`src/rtl/collision_monitor_if.sv`:
```
// Sprite-overlap bus between the VGA scan / sprite delegates and collision_monitor.
// The master drives scan position and masks; the slave returns the collision verdict.
interface collision_monitor_if;
  logic        pix_en;
  logic [9:0]  vga_x;
  logic [8:0]  vga_y;
  logic        dino_grey;
  logic        obs_grey;
  logic        game_run;
  logic        collided;
  logic [15:0] frame_hits;
  logic [9:0]  hit_x;
  logic [8:0]  hit_y;

  modport master (
    output pix_en, vga_x, vga_y, dino_grey, obs_grey, game_run,
    input  collided, frame_hits, hit_x, hit_y
  );

  modport slave (
    input  pix_en, vga_x, vga_y, dino_grey, obs_grey, game_run,
    output collided, frame_hits, hit_x, hit_y
  );
endinterface

```
`src/rtl/collision_monitor.sv`:
```
// Frame-synchronous dino/obstacle collision judge with threshold and multi-frame confirmation.
// Optional first-overlap coordinate capture is built when COLLISION_DEBUG_EN is defined.
module collision_monitor #(
  parameter int unsigned ACTIVE_W = 640,
  parameter int unsigned ACTIVE_H = 480,
  parameter int unsigned THRESH   = 4,
  parameter int unsigned CONFIRM  = 2
) (
  input logic                clk,
  input logic                rst,
  collision_monitor_if.slave bus
);
  localparam logic [10:0] W_LIM     = 11'(ACTIVE_W);
  localparam logic [9:0]  H_LIM     = 10'(ACTIVE_H);
  localparam logic [15:0] THRESH_C  = 16'(THRESH);
  localparam logic [3:0]  CONFIRM_C = 4'(CONFIRM);

  typedef enum logic [1:0] {IDLE = 2'd0, SYNC = 2'd1, ARMED = 2'd2, HIT = 2'd3} state_e;

  state_e      state_q, state_d;
  logic [15:0] ovl_cnt_q, ovl_cnt_d;
  logic [3:0]  confirm_cnt_q, confirm_cnt_d;
  logic [15:0] frame_hits_q, frame_hits_d;
  logic        collided_q, collided_d;

  logic        in_area_s, ovl_pix_s, fs_s, qual_s;
  logic [15:0] ovl_base_s, ovl_next_s;
  logic [3:0]  confirm_inc_s;

  assign in_area_s = ({1'b0, bus.vga_x} < W_LIM) && ({1'b0, bus.vga_y} < H_LIM);
  assign ovl_pix_s = bus.pix_en && bus.dino_grey && bus.obs_grey && in_area_s;
  assign fs_s      = bus.pix_en && (bus.vga_x == 10'd0) && (bus.vga_y == 9'd0);
  // A pixel coincident with the frame start belongs to the new frame.
  assign ovl_base_s    = fs_s ? 16'd0 : ovl_cnt_q;
  assign ovl_next_s    = (ovl_pix_s && (ovl_base_s != 16'hFFFF)) ? ovl_base_s + 16'd1 : ovl_base_s;
  assign qual_s        = (ovl_cnt_q >= THRESH_C);
  assign confirm_inc_s = confirm_cnt_q + 4'd1;

  always_ff @(posedge clk) begin
    if (rst) begin
      state_q       <= IDLE;
      ovl_cnt_q     <= 16'd0;
      confirm_cnt_q <= 4'd0;
      frame_hits_q  <= 16'd0;
      collided_q    <= 1'b0;
    end else begin
      state_q       <= state_d;
      ovl_cnt_q     <= ovl_cnt_d;
      confirm_cnt_q <= confirm_cnt_d;
      frame_hits_q  <= frame_hits_d;
      collided_q    <= collided_d;
    end
  end

  always_comb begin
    state_d = state_q;
    case (state_q)
      IDLE:    if (bus.game_run) state_d = SYNC; else state_d = IDLE;
      SYNC:    if (!bus.game_run) state_d = IDLE; else if (fs_s) state_d = ARMED; else state_d = SYNC;
      ARMED: begin
        if (!bus.game_run) state_d = IDLE;
        else if (fs_s && qual_s && (confirm_inc_s == CONFIRM_C)) state_d = HIT;
        else state_d = ARMED;
      end
      HIT:     if (!bus.game_run) state_d = IDLE; else state_d = HIT;
      default: state_d = IDLE;
    endcase
  end

  always_comb begin
    ovl_cnt_d     = ovl_cnt_q;
    confirm_cnt_d = confirm_cnt_q;
    frame_hits_d  = frame_hits_q;
    collided_d    = (state_d == HIT);
    if (!bus.game_run || (state_q == IDLE)) begin
      ovl_cnt_d     = 16'd0;
      confirm_cnt_d = 4'd0;
    end else begin
      case (state_q)
        SYNC:  ovl_cnt_d = ovl_next_s;
        ARMED: begin
          ovl_cnt_d = ovl_next_s;
          if (fs_s) begin
            frame_hits_d  = ovl_cnt_q;
            confirm_cnt_d = qual_s ? confirm_inc_s : 4'd0;
          end else begin
            confirm_cnt_d = confirm_cnt_q;
          end
        end
        HIT:     ovl_cnt_d = ovl_cnt_q;
        default: ovl_cnt_d = 16'd0;
      endcase
    end
  end

  assign bus.collided   = collided_q;
  assign bus.frame_hits = frame_hits_q;

`ifdef COLLISION_DEBUG_EN
  logic [9:0] shadow_x_q, hit_x_q;
  logic [8:0] shadow_y_q, hit_y_q;

  // Shadow the first overlap of each armed frame; publish it when the collision is declared.
  always_ff @(posedge clk) begin
    if (rst) begin
      shadow_x_q <= 10'd0;
      shadow_y_q <= 9'd0;
      hit_x_q    <= 10'd0;
      hit_y_q    <= 9'd0;
    end else if (state_d == IDLE) begin
      shadow_x_q <= 10'd0;
      shadow_y_q <= 9'd0;
      hit_x_q    <= 10'd0;
      hit_y_q    <= 9'd0;
    end else begin
      if ((state_q == ARMED) && ovl_pix_s && (ovl_base_s == 16'd0)) begin
        shadow_x_q <= bus.vga_x;
        shadow_y_q <= bus.vga_y;
      end
      if ((state_q != HIT) && (state_d == HIT)) begin
        hit_x_q <= shadow_x_q;
        hit_y_q <= shadow_y_q;
      end
    end
  end

  assign bus.hit_x = hit_x_q;
  assign bus.hit_y = hit_y_q;
`else
  assign bus.hit_x = 10'd0;
  assign bus.hit_y = 9'd0;
`endif
endmodule

```
`src/flat_wrapper.sv`:
```
// flat-port wrapper written by rule: the top's interface ports become plain ports
module collision_monitor_flat 
#(
  parameter int unsigned ACTIVE_W = 640,
  parameter int unsigned ACTIVE_H = 480,
  parameter int unsigned THRESH   = 4,
  parameter int unsigned CONFIRM  = 2
)
  (clk, rst, bus_pix_en, bus_vga_x, bus_vga_y, bus_dino_grey, bus_obs_grey, bus_game_run, bus_collided, bus_frame_hits, bus_hit_x, bus_hit_y);
  collision_monitor_if bus_i ();
  input logic clk;
  input logic rst;
  input wire logic [$bits(bus_i.pix_en)-1:0] bus_pix_en;
  input wire logic [$bits(bus_i.vga_x)-1:0] bus_vga_x;
  input wire logic [$bits(bus_i.vga_y)-1:0] bus_vga_y;
  input wire logic [$bits(bus_i.dino_grey)-1:0] bus_dino_grey;
  input wire logic [$bits(bus_i.obs_grey)-1:0] bus_obs_grey;
  input wire logic [$bits(bus_i.game_run)-1:0] bus_game_run;
  output wire logic [$bits(bus_i.collided)-1:0] bus_collided;
  output wire logic [$bits(bus_i.frame_hits)-1:0] bus_frame_hits;
  output wire logic [$bits(bus_i.hit_x)-1:0] bus_hit_x;
  output wire logic [$bits(bus_i.hit_y)-1:0] bus_hit_y;
  assign bus_i.pix_en = bus_pix_en;
  assign bus_i.vga_x = bus_vga_x;
  assign bus_i.vga_y = bus_vga_y;
  assign bus_i.dino_grey = bus_dino_grey;
  assign bus_i.obs_grey = bus_obs_grey;
  assign bus_i.game_run = bus_game_run;
  assign bus_collided = bus_i.collided;
  assign bus_frame_hits = bus_i.frame_hits;
  assign bus_hit_x = bus_i.hit_x;
  assign bus_hit_y = bus_i.hit_y;
  collision_monitor #(.ACTIVE_W(ACTIVE_W), .ACTIVE_H(ACTIVE_H), .THRESH(THRESH), .CONFIRM(CONFIRM)) u_core (.clk(clk), .rst(rst), .bus(bus_i));
endmodule
```
`config.mk`:
```
export PLATFORM = sky130hd
export DESIGN_NAME = collision_monitor_flat
export DESIGN_NICKNAME = d
export VERILOG_FILES = /design/src/rtl/collision_monitor_if.sv /design/src/rtl/collision_monitor.sv /design/src/flat_wrapper.sv
export SDC_FILE = /design/constraint.sdc
export NUM_CORES = 1
export LEC_CHECK = 0
export CORE_MARGIN = 3
export CORE_UTILIZATION = 53
export CTS_CLUSTER_SIZE = 24
export DETAILED_ROUTE_END_ITERATION = 12
export PLACE_DENSITY = 0.83
export SYNTH_ARGS = -nofsm -noshare
export SYNTH_HDL_FRONTEND = slang
export SYNTH_SLANG_ARGS = --single-unit
```
`constraint.sdc`:
```
create_clock -name clk -period 5.8 [get_ports clk]
set_clock_uncertainty 0.05 [all_clocks]
set_input_delay 1.16 -clock clk [delete_from_list [all_inputs] [get_ports clk]]
set_output_delay 1.16 -clock clk [all_outputs]
set_load 0.02 [all_outputs]
```
Yosys cells after proc, flatten, opt, wreduce, memory -nomap -nowiden
Index checks and enable logic that the tools add are counted.
{"block": "classes", "reduce_logical": 18, "n_lt_le_gt_ge": 3, "muxes": 11, "eq_ne": 6, "n_bitwise": 1, "add_sub_neg": 2}
{"cell": "$mux 16", "count": 2}
{"cell": "$pmux 16 s2", "count": 1}
{"cell": "$add 16x1->16 const B", "count": 1}
{"cell": "$ge 16x3->1 const B", "count": 1}
{"cell": "$ne 16x16->1 const B", "count": 1}
{"cell": "$logic_not 10->1", "count": 1}
{"cell": "$lt 10x10->1 const B", "count": 1}
{"cell": "$logic_and 1x1->1", "count": 9}
{"cell": "$logic_not 9->1", "count": 1}
{"cell": "$lt 9x9->1 const B", "count": 1}
{"cell": "$mux 2", "count": 4}
{"cell": "$pmux 2 s4", "count": 1}
{"cell": "$eq 2x2->1 const B", "count": 3}
{"cell": "$add 4x1->4 const B", "count": 1}
{"cell": "$eq 4x2->1 const B", "count": 1}
{"cell": "$mux 4", "count": 1}
{"cell": "$reduce_or 2->1", "count": 2}
{"cell": "$reduce_and 3->1", "count": 1}
{"cell": "$eq 2x1->1 const B", "count": 1}
{"cell": "$logic_not 2->1", "count": 1}
{"cell": "$mux 1", "count": 2}
{"cell": "$reduce_and 2->1", "count": 1}
{"cell": "$logic_not 1->1", "count": 1}
{"cell": "$logic_or 1x1->1", "count": 1}
{"cell": "$not 1->1", "count": 1}
{"block": "word_totals", "inputBits": 25, "output_inout_bits": 36, "wordCells": 46, "register_bits": 39}

Depth between registers and ports, before layout
Gate-level depths: netlist of the first run.
{"block": "logic_depth", "depth_word": 9, "ltp_mapped": 13}

Worst setup path after synthesis of the first run
No wires, ideal clock.
{"block": "synth_timing", "kind": "input -> register", "startpoint": "in bus_vga_y[2]", "endpoint": "reg u_core.ovl_cnt_q[4]", "n_path_buf": 2, "t_arrival_ps": 3722, "path_slack_ps": 1954, "path_stages": 13, "cell_sequence": "nor4_1 -> nand3_1 -> or2_1 -> buf_2 -> buf_2 -> and2_1 -> ha_1 -> nand4_1 -> nor4_4 -> nor3_2 -> nand3_1 -> or4_1 -> a31oi_1"}
{"block": "synth_via", "elab_chain_len": 7}
{"element": "from (decl)", "line": "flat_wrapper.sv:15", "rtl": "input wire logic [$bits(bus_i.vga_y)-1:0] bus_vga_y;"}
{"element": "branches (longest 5 deep; another with $add 16x1->16)"}
{"element": "$mux 16 (*)", "line": "collision_monitor.sv:35", "rtl": "assign ovl_next_s = (ovl_pix_s && (ovl_base_s != 16'hFFFF)) ? ovl_base_s + 16'd1 : ovl_base_s;"}
{"element": "$pmux 16 s2 (*)", "line": "collision_monitor.sv:79", "rtl": "case (state_q)"}
{"element": "to (signal assigned)", "line": "collision_monitor.sv:48", "rtl": "ovl_cnt_q <= ovl_cnt_d;"}
{"element": "to (decl)", "line": "collision_monitor.sv:21", "rtl": "logic [15:0] ovl_cnt_q, ovl_cnt_d;"}
Every way passes the cells marked *.
A chain may end at the register's enable or synchronous reset.

Final worst setup path of the first run
{"block": "layout_timing", "startpoint": "in bus_vga_y[6]", "endpoint": "reg u_core.ovl_cnt_q[4]"}
The elaborated chain is that of the path after synthesis.

==> out/results.ini, run 1 <==
[pwr]
leakage_nw = 0.941
power.sequential.fraction = 0.492
switchingPower_uw = 120
max-vdd-ir-drop_v = 0.000106
share_clk_of_total_power = 0.433
sw_frac_of_total = 0.221
p_comb_frac = 0.075
pwr_density_cell_nw_per_um2 = 197
cell_internal_pwr_uw = 425

[floorplan]
coreArea_um2 = 4120
fp.dieArea_um2 = 5240
die_height_um = 72.4
floorplan.initialDensity = 0.567
core.rowCount = 23
design.portCount = 61
chipWidth_um = 72.4

[routing]
route.vias.total = 2219
dr.pass1.iters = 4
detailed_route_wire_length_per_cell_um = 14.7
detail_route.vias_per_cell = 5.85
final_antenna_net_count = 0
detailedRoute.firstIterationViolations = 131
detail_route.drc_violations = 0
routed_wirelength_um = 5570

[cts]
source_to_sink_clock_delay_at_the_later_pin_of_the_worst_skew_pair_ps = 290
hold_buffers = 0
h_tree_level_count = 2
post-cts-setup-buffer-count = 0
tritoncts_clock_tree = yes
cts-resized-gates = 0
cts.reportedPaths.clkPinSlew_ps = 80
cts-buffers-inserted = 5
cts_max_path_buffers = 2
clockRootBuffer = sky130_fd_sc_hd__clkbuf_8
clkSinkCount = 39

[finish]
area.growth.synth_to_final_pct = 18.9
layout-drive-gt1-share = 0.0699
antenna_cells_inserted = 0
finalNetCount = 360
fillers = 364
layout.core_utilization = 0.674

[worst_hold_path]
holdPathEnd = u_core.bus.frame_hits[0]
hold_path.startpoint = u_core.bus.frame_hits[0]
hold_path_class = reg2reg
whs_path_depth = 2

[grt]
gr-usage-all-layers = 0.220
number_of_global_route_vias_before_repair = 2050
grt_first_pass_wirelength_um = 9290
grt_overflow = 0
antenna_violations_before_repair = 0
grt_start_max_net_pins = 20

[critical_path]
crit_path_top_delay_cell = sky130_fd_sc_hd__or2_1
timing.critical_path.arrival_ps = 4500
cp_max_fanout = 19
reg2reg_depth = 6
r2r-end = u_core.ovl_cnt_q[5]
cp_cell_sequence = clkdlybuf4s50_1, nor4_1, nand3_1, or2_1, and2_1, ha_1, nand4_1, nor4_4, nor3_2, nand3_1, or4_1, a31oi_1
critical_path.n_buffers_inverters = 1
reg2reg_setup_slack_ps = 3430
regToRegStartpoint = u_core.state_q[0]
setup.worst_path.end_class = register
crit_cells = 12
worst_setup_path_start_kind = input pin
most_common_cell_on_crit_path = sky130_fd_sc_hd__nand3_1
cp_data_required_time_ps = 5980
critical_path.top_delay_family = simple AND/OR/NAND/NOR gates
timing.setup.critical_path_class = in2reg
crit_path_max_incr_delay_ps = 510

[yosys]
syn-mean-instance-area_um2 = 7.83
synth-simple-area-share = 0.338
seq_area_frac_synth = 0.335
synthCells = 298
synth-seq-cells = 39
synth-adder-area-share = 0.0375
synth_area_um2 = 2330
synth_top_family_by_area = simple AND/OR/NAND/NOR gates
yosys_warnings = 0
synthArstFlopShare = 0
synth_compound_gate_area_share = 0.174
synth-edff-count = 0
synth-xor-area-share = 0.00751
synthFlopType = sky130_fd_sc_hd__dfxtp_1
yosys.cell_types.count = 51
yosys-mux-area-fraction = 0.00429

[place]
globalplace.congestion = 0.899
placement.setup.worst_slack_ps = 1210
dp.final_hpwl_um = 4100
io_buffer_count = 41

[timing]
unrepaired_setup_endpoints_after_global_routing = false
final.period_utilization = 0.745
final.setup.tns_ps = 0
setup_viol = 0
timing_worst_slew_pin_value_ps = 740
slew_headroom = 0.506
finalMaxSlewViolations = 0
min_period_ps = 4320
final_critical_path_setup_slack_ps = 1480
hold_fails_final_rpt = 0
max_freq_mhz = 231

[flow_run]
drv_cap = 0

[run_status]
outcome = completed

-- per-stage QoR --
step / cell area (um^2) / instances / hold WS [ps] / power, mW
final: 2770 / 379 / 402 / 0.546
after global routing: 2770 / 379 / 421 / 0.562
after floorplan: 2400 / 316 / 417 / 0.306
after CTS: 2770 / 379 / 403 / 0.546
after global placement: 2660 / 371 / 387 / 0.315
after detailed placement: 2660 / 371 / 394 / 0.315
-- power by group through the flow --
stage	clock, mW	sequential (mW)	combinational, mW
final	0.237	0.268	0.0410
after global routing	0.249	0.268	0.0441
after CTS	0.237	0.268	0.0407
after detailed placement	0	0.275	0.0405
after global placement	0	0.275	0.0400
after floorplan	0	0.274	0.0311
-- logic make-up (layout without fill, tap and decap cells) --
logic type | count (synthesis) | after routing
xor gates and xnor gates | 2 | 2
and+or+nand+nor | 141 | 141
AOI/OAI and AO/OA | 65 | 65
buffers and inverters | 42 | 55
other | 1 | 19
muxes | 1 | 1
DFF | 39 | 39
adders and majority gates | 7 | 7
-- cells in the mapped netlist, types with 2 or more instances --
library cell	count	area share
sky130_fd_sc_hd__nand3b_1	2	0.0064
sky130_fd_sc_hd__buf_2	9	0.019
sky130_fd_sc_hd__clkbuf_1	8	0.013
sky130_fd_sc_hd__a31oi_1	6	0.016
sky130_fd_sc_hd__ha_1	7	0.038
sky130_fd_sc_hd__a211o_1	3	0.011
sky130_fd_sc_hd__and2_1	4	0.011
sky130_fd_sc_hd__nand3_1	20	0.043
sky130_fd_sc_hd__nor4_4	3	0.027
sky130_fd_sc_hd__a21oi_1	26	0.056
sky130_fd_sc_hd__a211oi_1	2	0.0064
sky130_fd_sc_hd__nor3_1	4	0.0086
sky130_fd_sc_hd__o21ai_0	9	0.019
sky130_fd_sc_hd__o21bai_1	2	0.0064
sky130_fd_sc_hd__nor4_1	8	0.021
sky130_fd_sc_hd__dfxtp_1	39	0.33
sky130_fd_sc_hd__o41ai_1	2	0.0075
sky130_fd_sc_hd__buf_4	19	0.061
sky130_fd_sc_hd__nand4_1	8	0.021
sky130_fd_sc_hd__and3_1	3	0.0080
sky130_fd_sc_hd__or4_1	2	0.0064
sky130_fd_sc_hd__inv_1	6	0.0097
sky130_fd_sc_hd__nand2_1	49	0.079
sky130_fd_sc_hd__nor3b_1	2	0.0064
sky130_fd_sc_hd__nor2_1	21	0.034
sky130_fd_sc_hd__o21ai_1	6	0.013
sky130_fd_sc_hd__o31ai_1	3	0.0097
sky130_fd_sc_hd__or3_1	2	0.0054
-- how the worst max path moves through the flow --
stage	slack [ps]	startpoint	to
final	1480	bus_vga_y[6]	u_core.ovl_cnt_q[4]
after global routing	1240	bus_vga_y[5]	u_core.ovl_cnt_q[4]
after CTS	1510	bus_vga_y[6]	u_core.ovl_cnt_q[4]
after detailed placement	1210	bus_vga_y[6]	u_core.ovl_cnt_q[4]
after global placement	1340	bus_vga_y[6]	u_core.ovl_cnt_q[4]
after floorplan	1950	bus_vga_y[2]	u_core.ovl_cnt_q[4]
-- flip-flops by register name, indices dropped and copies added (netlist names) --
signal	flops
u_core.state_q	2
u_core.bus.frame_hits	16
u_core.bus.collided	1
u_core.confirm_cnt_q	4
u_core.ovl_cnt_q	16
-- layout make-up --
class | count | area, um^2 | area share
multi-input cells | 235 | 1380 | 0.498
repair buffers | 41 | 410 | 0.148
clock inverters | 2 | 35.0 | 0.0126
well taps | 50 | 62.6 | 0.0226
clock buffers | 6 | 82.6 | 0.0298
inverters | 6 | 22.5 | 0.00812
flip-flops and latches | 39 | 781 | 0.281
-- routing by layer --
metal,vias up,wire length (um),track usage
li1,1087,-,-
met3,7,478,0.0512
met1,1017,2510,0.296
met4,0,63,0.0731
met2,108,2520,0.347
met5,-,0,0
-- tightest hold or removal path, stage by stage, from the launching register on --
cell and delay [ps]:
sky130_fd_sc_hd__dfxtp_1 310, sky130_fd_sc_hd__nand2_1 50, sky130_fd_sc_hd__a21oi_1 50
-- cell usage in the layout, fill, tap and decap left out, types with 3 or more instances in the layout --
| cell | netlist | final |
|---|---|---|
| sky130_fd_sc_hd__a21oi_1 | 26 | 26 |
| sky130_fd_sc_hd__clkdlybuf4s50_1 | 0 | 41 |
| sky130_fd_sc_hd__and2_1 | 4 | 4 |
| sky130_fd_sc_hd__o31ai_1 | 3 | 3 |
| sky130_fd_sc_hd__dfxtp_1 | 39 | 39 |
| sky130_fd_sc_hd__and3_1 | 3 | 3 |
| sky130_fd_sc_hd__a211o_1 | 3 | 3 |
| sky130_fd_sc_hd__inv_1 | 6 | 6 |
| sky130_fd_sc_hd__nor3_1 | 4 | 4 |
| sky130_fd_sc_hd__conb_1 | 1 | 19 |
| sky130_fd_sc_hd__nand3_1 | 20 | 20 |
| sky130_fd_sc_hd__ha_1 | 7 | 7 |
| sky130_fd_sc_hd__nor4_4 | 3 | 3 |
| sky130_fd_sc_hd__nand2_1 | 49 | 49 |
| sky130_fd_sc_hd__nor2_1 | 21 | 21 |
| sky130_fd_sc_hd__clkbuf_8 | 0 | 6 |
| sky130_fd_sc_hd__nand4_1 | 8 | 8 |
| sky130_fd_sc_hd__nor4_1 | 8 | 8 |
| sky130_fd_sc_hd__a31oi_1 | 6 | 6 |
| sky130_fd_sc_hd__o21ai_0 | 9 | 9 |
| sky130_fd_sc_hd__o21ai_1 | 6 | 6 |
No activity file was read; power rests on OpenSTA's default activity.
==> run 2: changes to the inputs <==
CORE_UTILIZATION = 44   (was 53)
PLACE_DENSITY = 0.73   (was 0.83)
clock period = 3.6 ns   (was 5.8 ns; I/O delays follow)
==> run 2 against run 1 <==
Against the previous run:
- count of clock-buffer cells in the layout is 1 lower
- final cell count is 7.1% higher
- die area up 19%
- critical path depth did not move
- sequential power increased by 61%
- first-iteration DRC count is 20% higher
- highest routed layer unchanged
==> out/results.ini, run 2 (synthesized netlist as in run 1, its figures left out) <==
[cts]
h_tree_level_count = 2  ; unchanged
post-cts-setup-buffer-count = 0  ; unchanged
clkSinkCount = 39  ; unchanged
clockRootBuffer = sky130_fd_sc_hd__clkbuf_8
tritoncts_clock_tree = yes
cts_max_path_buffers = 2  ; unchanged
cts-buffers-inserted = 5  ; unchanged
source_to_sink_clock_delay_at_the_later_pin_of_the_worst_skew_pair_ps = 300  ; about the same
cts.reportedPaths.clkPinSlew_ps = 80  ; about the same
cts-resized-gates = 0  ; unchanged
hold_buffers = 0  ; unchanged

[routing]
dr.pass1.iters = 4  ; unchanged
detailedRoute.firstIterationViolations = 157  ; +20%
highest-signal-layer = met4
detail_route.drc_violations = 0  ; unchanged
route.vias.total = 2243  ; +1.1%
wirelength_met1_um = 2510  ; -0.20%
final_antenna_net_count = 0  ; unchanged
detail_route.vias_per_cell = 5.52  ; -5.6%
detailed_route_wire_length_per_cell_um = 13.6  ; -7.4%
route.met3.wl_um = 476  ; -0.42%
routed-wl-met2_um = 2470  ; -1.9%
routed_wirelength_um = 5530  ; -0.75%

[pwr]
power.sequential.fraction = 0.495  ; +0.003
total_power_uw = 872  ; +60%
leakage_nw = 0.985  ; +4.7%
pwr_density_cell_nw_per_um2 = 304  ; +55%
sw_frac_of_total = 0.234  ; +0.0132
max-vdd-ir-drop_v = 0.000142  ; +34%
p_comb_frac = 0.077  ; +0.002
cell_internal_pwr_uw = 669  ; +57%
share_clk_of_total_power = 0.428  ; -0.005
switchingPower_uw = 204  ; +69%

[critical_path]
cp_max_fanout = 9  ; -10
timing.setup.critical_path_class = in2reg
worst_setup_path_start_kind = input pin
setup.worst_path.end_class = register
regToRegStartpoint = u_core.ovl_cnt_q[1]
startpoint = bus_vga_y[5]
reg2reg_depth = 9  ; +3
worst_setup_path_endpoint = u_core.ovl_cnt_q[13]
crit_path_max_incr_delay_ps = 420  ; -90 ps
r2r-end = u_core.ovl_cnt_q[13]
reg2reg_setup_slack_ps = 1300  ; -2130 ps
most_common_cell_on_crit_path = sky130_fd_sc_hd__nor4_4
crit_path_top_delay_cell = sky130_fd_sc_hd__clkdlybuf4s50_1
timing.critical_path.arrival_ps = 3440  ; -1060 ps
cp_cell_sequence = clkdlybuf4s50_1, nor4_1, nand3_1, or2_1, and2_1, ha_1, nand4_1, nor4_4, nor4_4, nand2_2, and4bb_1, a211o_1
cp_data_required_time_ps = 3740  ; -2240 ps

[place]
io_buffer_count = 41  ; unchanged
dpl-instance-area_um2 = 2750  ; +3.6%
dp.final_hpwl_um = 4140  ; +0.93%
globalplace.congestion = 0.929  ; +3.3%

[timing]
final.hold.worst_slack_ps = 400  ; -1.71 ps
timing_worst_slew_pin_value_ps = 635  ; -105 ps
hold_fails_final_rpt = 0  ; unchanged
min_period_ps = 3290
unrepaired_setup_endpoints_after_global_routing = false
final.period_utilization = 0.915
max_freq_mhz = 304
final.setup.tns_ps = 0  ; unchanged
setup_viol = 0  ; unchanged
slew_headroom = 0.574  ; +0.0676
finalMaxSlewViolations = 0  ; unchanged

[worst_hold_path]
whs_path_depth = 2  ; unchanged
hold_path_class = reg2reg

[finish]
most_common_cell_after_layout_fill_and_taps_aside = sky130_fd_sc_hd__nand2_1
mostFrequentLayoutCells = 49 x sky130_fd_sc_hd__nand2_1, 41 x sky130_fd_sc_hd__clkdlybuf4s50_1, 39 x sky130_fd_sc_hd__dfxtp_1
finalInstanceArea_um2 = 2870  ; +3.3%
layout.core_utilization = 0.583  ; -0.0906
layout-drive-gt1-share = 0.0973  ; +0.0274
antenna_cells_inserted = 0  ; unchanged
finalNetCount = 370  ; +2.8%
area.growth.synth_to_final_pct = 22.8

[grt]
grt_overflow = 0  ; unchanged
antenna_violations_before_repair = 0  ; unchanged
number_of_global_route_vias_before_repair = 2014  ; -1.8%
grt_start_max_net_pins = 19  ; -5.0%
grt_first_pass_wirelength_um = 9520  ; +2.5%
gr-usage-all-layers = 0.189  ; -0.0316

[flow_run]
drv_cap = 0  ; unchanged

[floorplan]
coreArea_um2 = 4910  ; +19%
core.rowCount = 25  ; +8.7%
floorplan.initialDensity = 0.475  ; -0.0919
die_height_um = 78.8  ; +8.9%
chipWidth_um = 78.8  ; +8.9%
fp.dieArea_um2 = 6210  ; +19%
design.portCount = 61  ; unchanged

[run_status]
outcome = completed

-- run 2: how the worst min path moves through the flow --
stage                        startpoint                         to  slack, ps
2_1_floorplan      u_core.ovl_cnt_q[15]  u_core.bus.frame_hits[15]        420
3_3_place_gp   u_core.bus.frame_hits[2]   u_core.bus.frame_hits[2]        390
3_5_place_dp   u_core.bus.frame_hits[2]   u_core.bus.frame_hits[2]        390
4_1_cts        u_core.bus.frame_hits[2]   u_core.bus.frame_hits[2]        400
5_1_grt        u_core.bus.frame_hits[1]   u_core.bus.frame_hits[1]        430
6_report       u_core.bus.frame_hits[3]   u_core.bus.frame_hits[3]        400
-- run 2: area by class of cell --
cell class,count,area [um^2]
sequential,39,781
inverter,6,22.5
clock inverter,3,43.8
fill,475,2050
tap,67,83.8
multi-input combinational,235,1380
timing repair buffer,51,485
clock buffer,5,68.8
-- run 2: metrics by stage --
| stage | setup slack [ps] | instances |
|---|---|---|
| 3_5_place_dp | -14.2 | 398 |
| 5_1_grt | 44.6 | 406 |
| 6_report | 305 | 406 |
| 4_1_cts | 296 | 406 |
| 3_3_place_gp | 85.3 | 398 |
| 2_1_floorplan | 194 | 316 |
-- run 2: power groups by stage --
stage | registers, mW | clock network (mW) | logic, mW
floorplan | 0.442 | 0 | 0.0501
global placement | 0.442 | 0 | 0.0662
detailed placement | 0.442 | 0 | 0.0667
CTS | 0.432 | 0.378 | 0.0669
global route | 0.432 | 0.400 | 0.0722
finish | 0.432 | 0.373 | 0.0669
-- run 2: per-layer routing --
| layer | global-route usage | vias to the layer above |
|---|---|---|
| met5 | 0 | - |
| met1 | 0.257 | 1010 |
| li1 | - | 1105 |
| met3 | 0.0385 | 8 |
| met2 | 0.302 | 120 |
| met4 | 0.0533 | 0 |
-- run 2: critical path: cells and delay by family --
family / cells / cell delay (ps)
AO/OA/AOI/OAI: 1 / 270
adder cells (fa/ha/maj): 1 / 230
buffers and inverters: 1 / 420
AND/OR/NAND/NOR: 9 / 1810
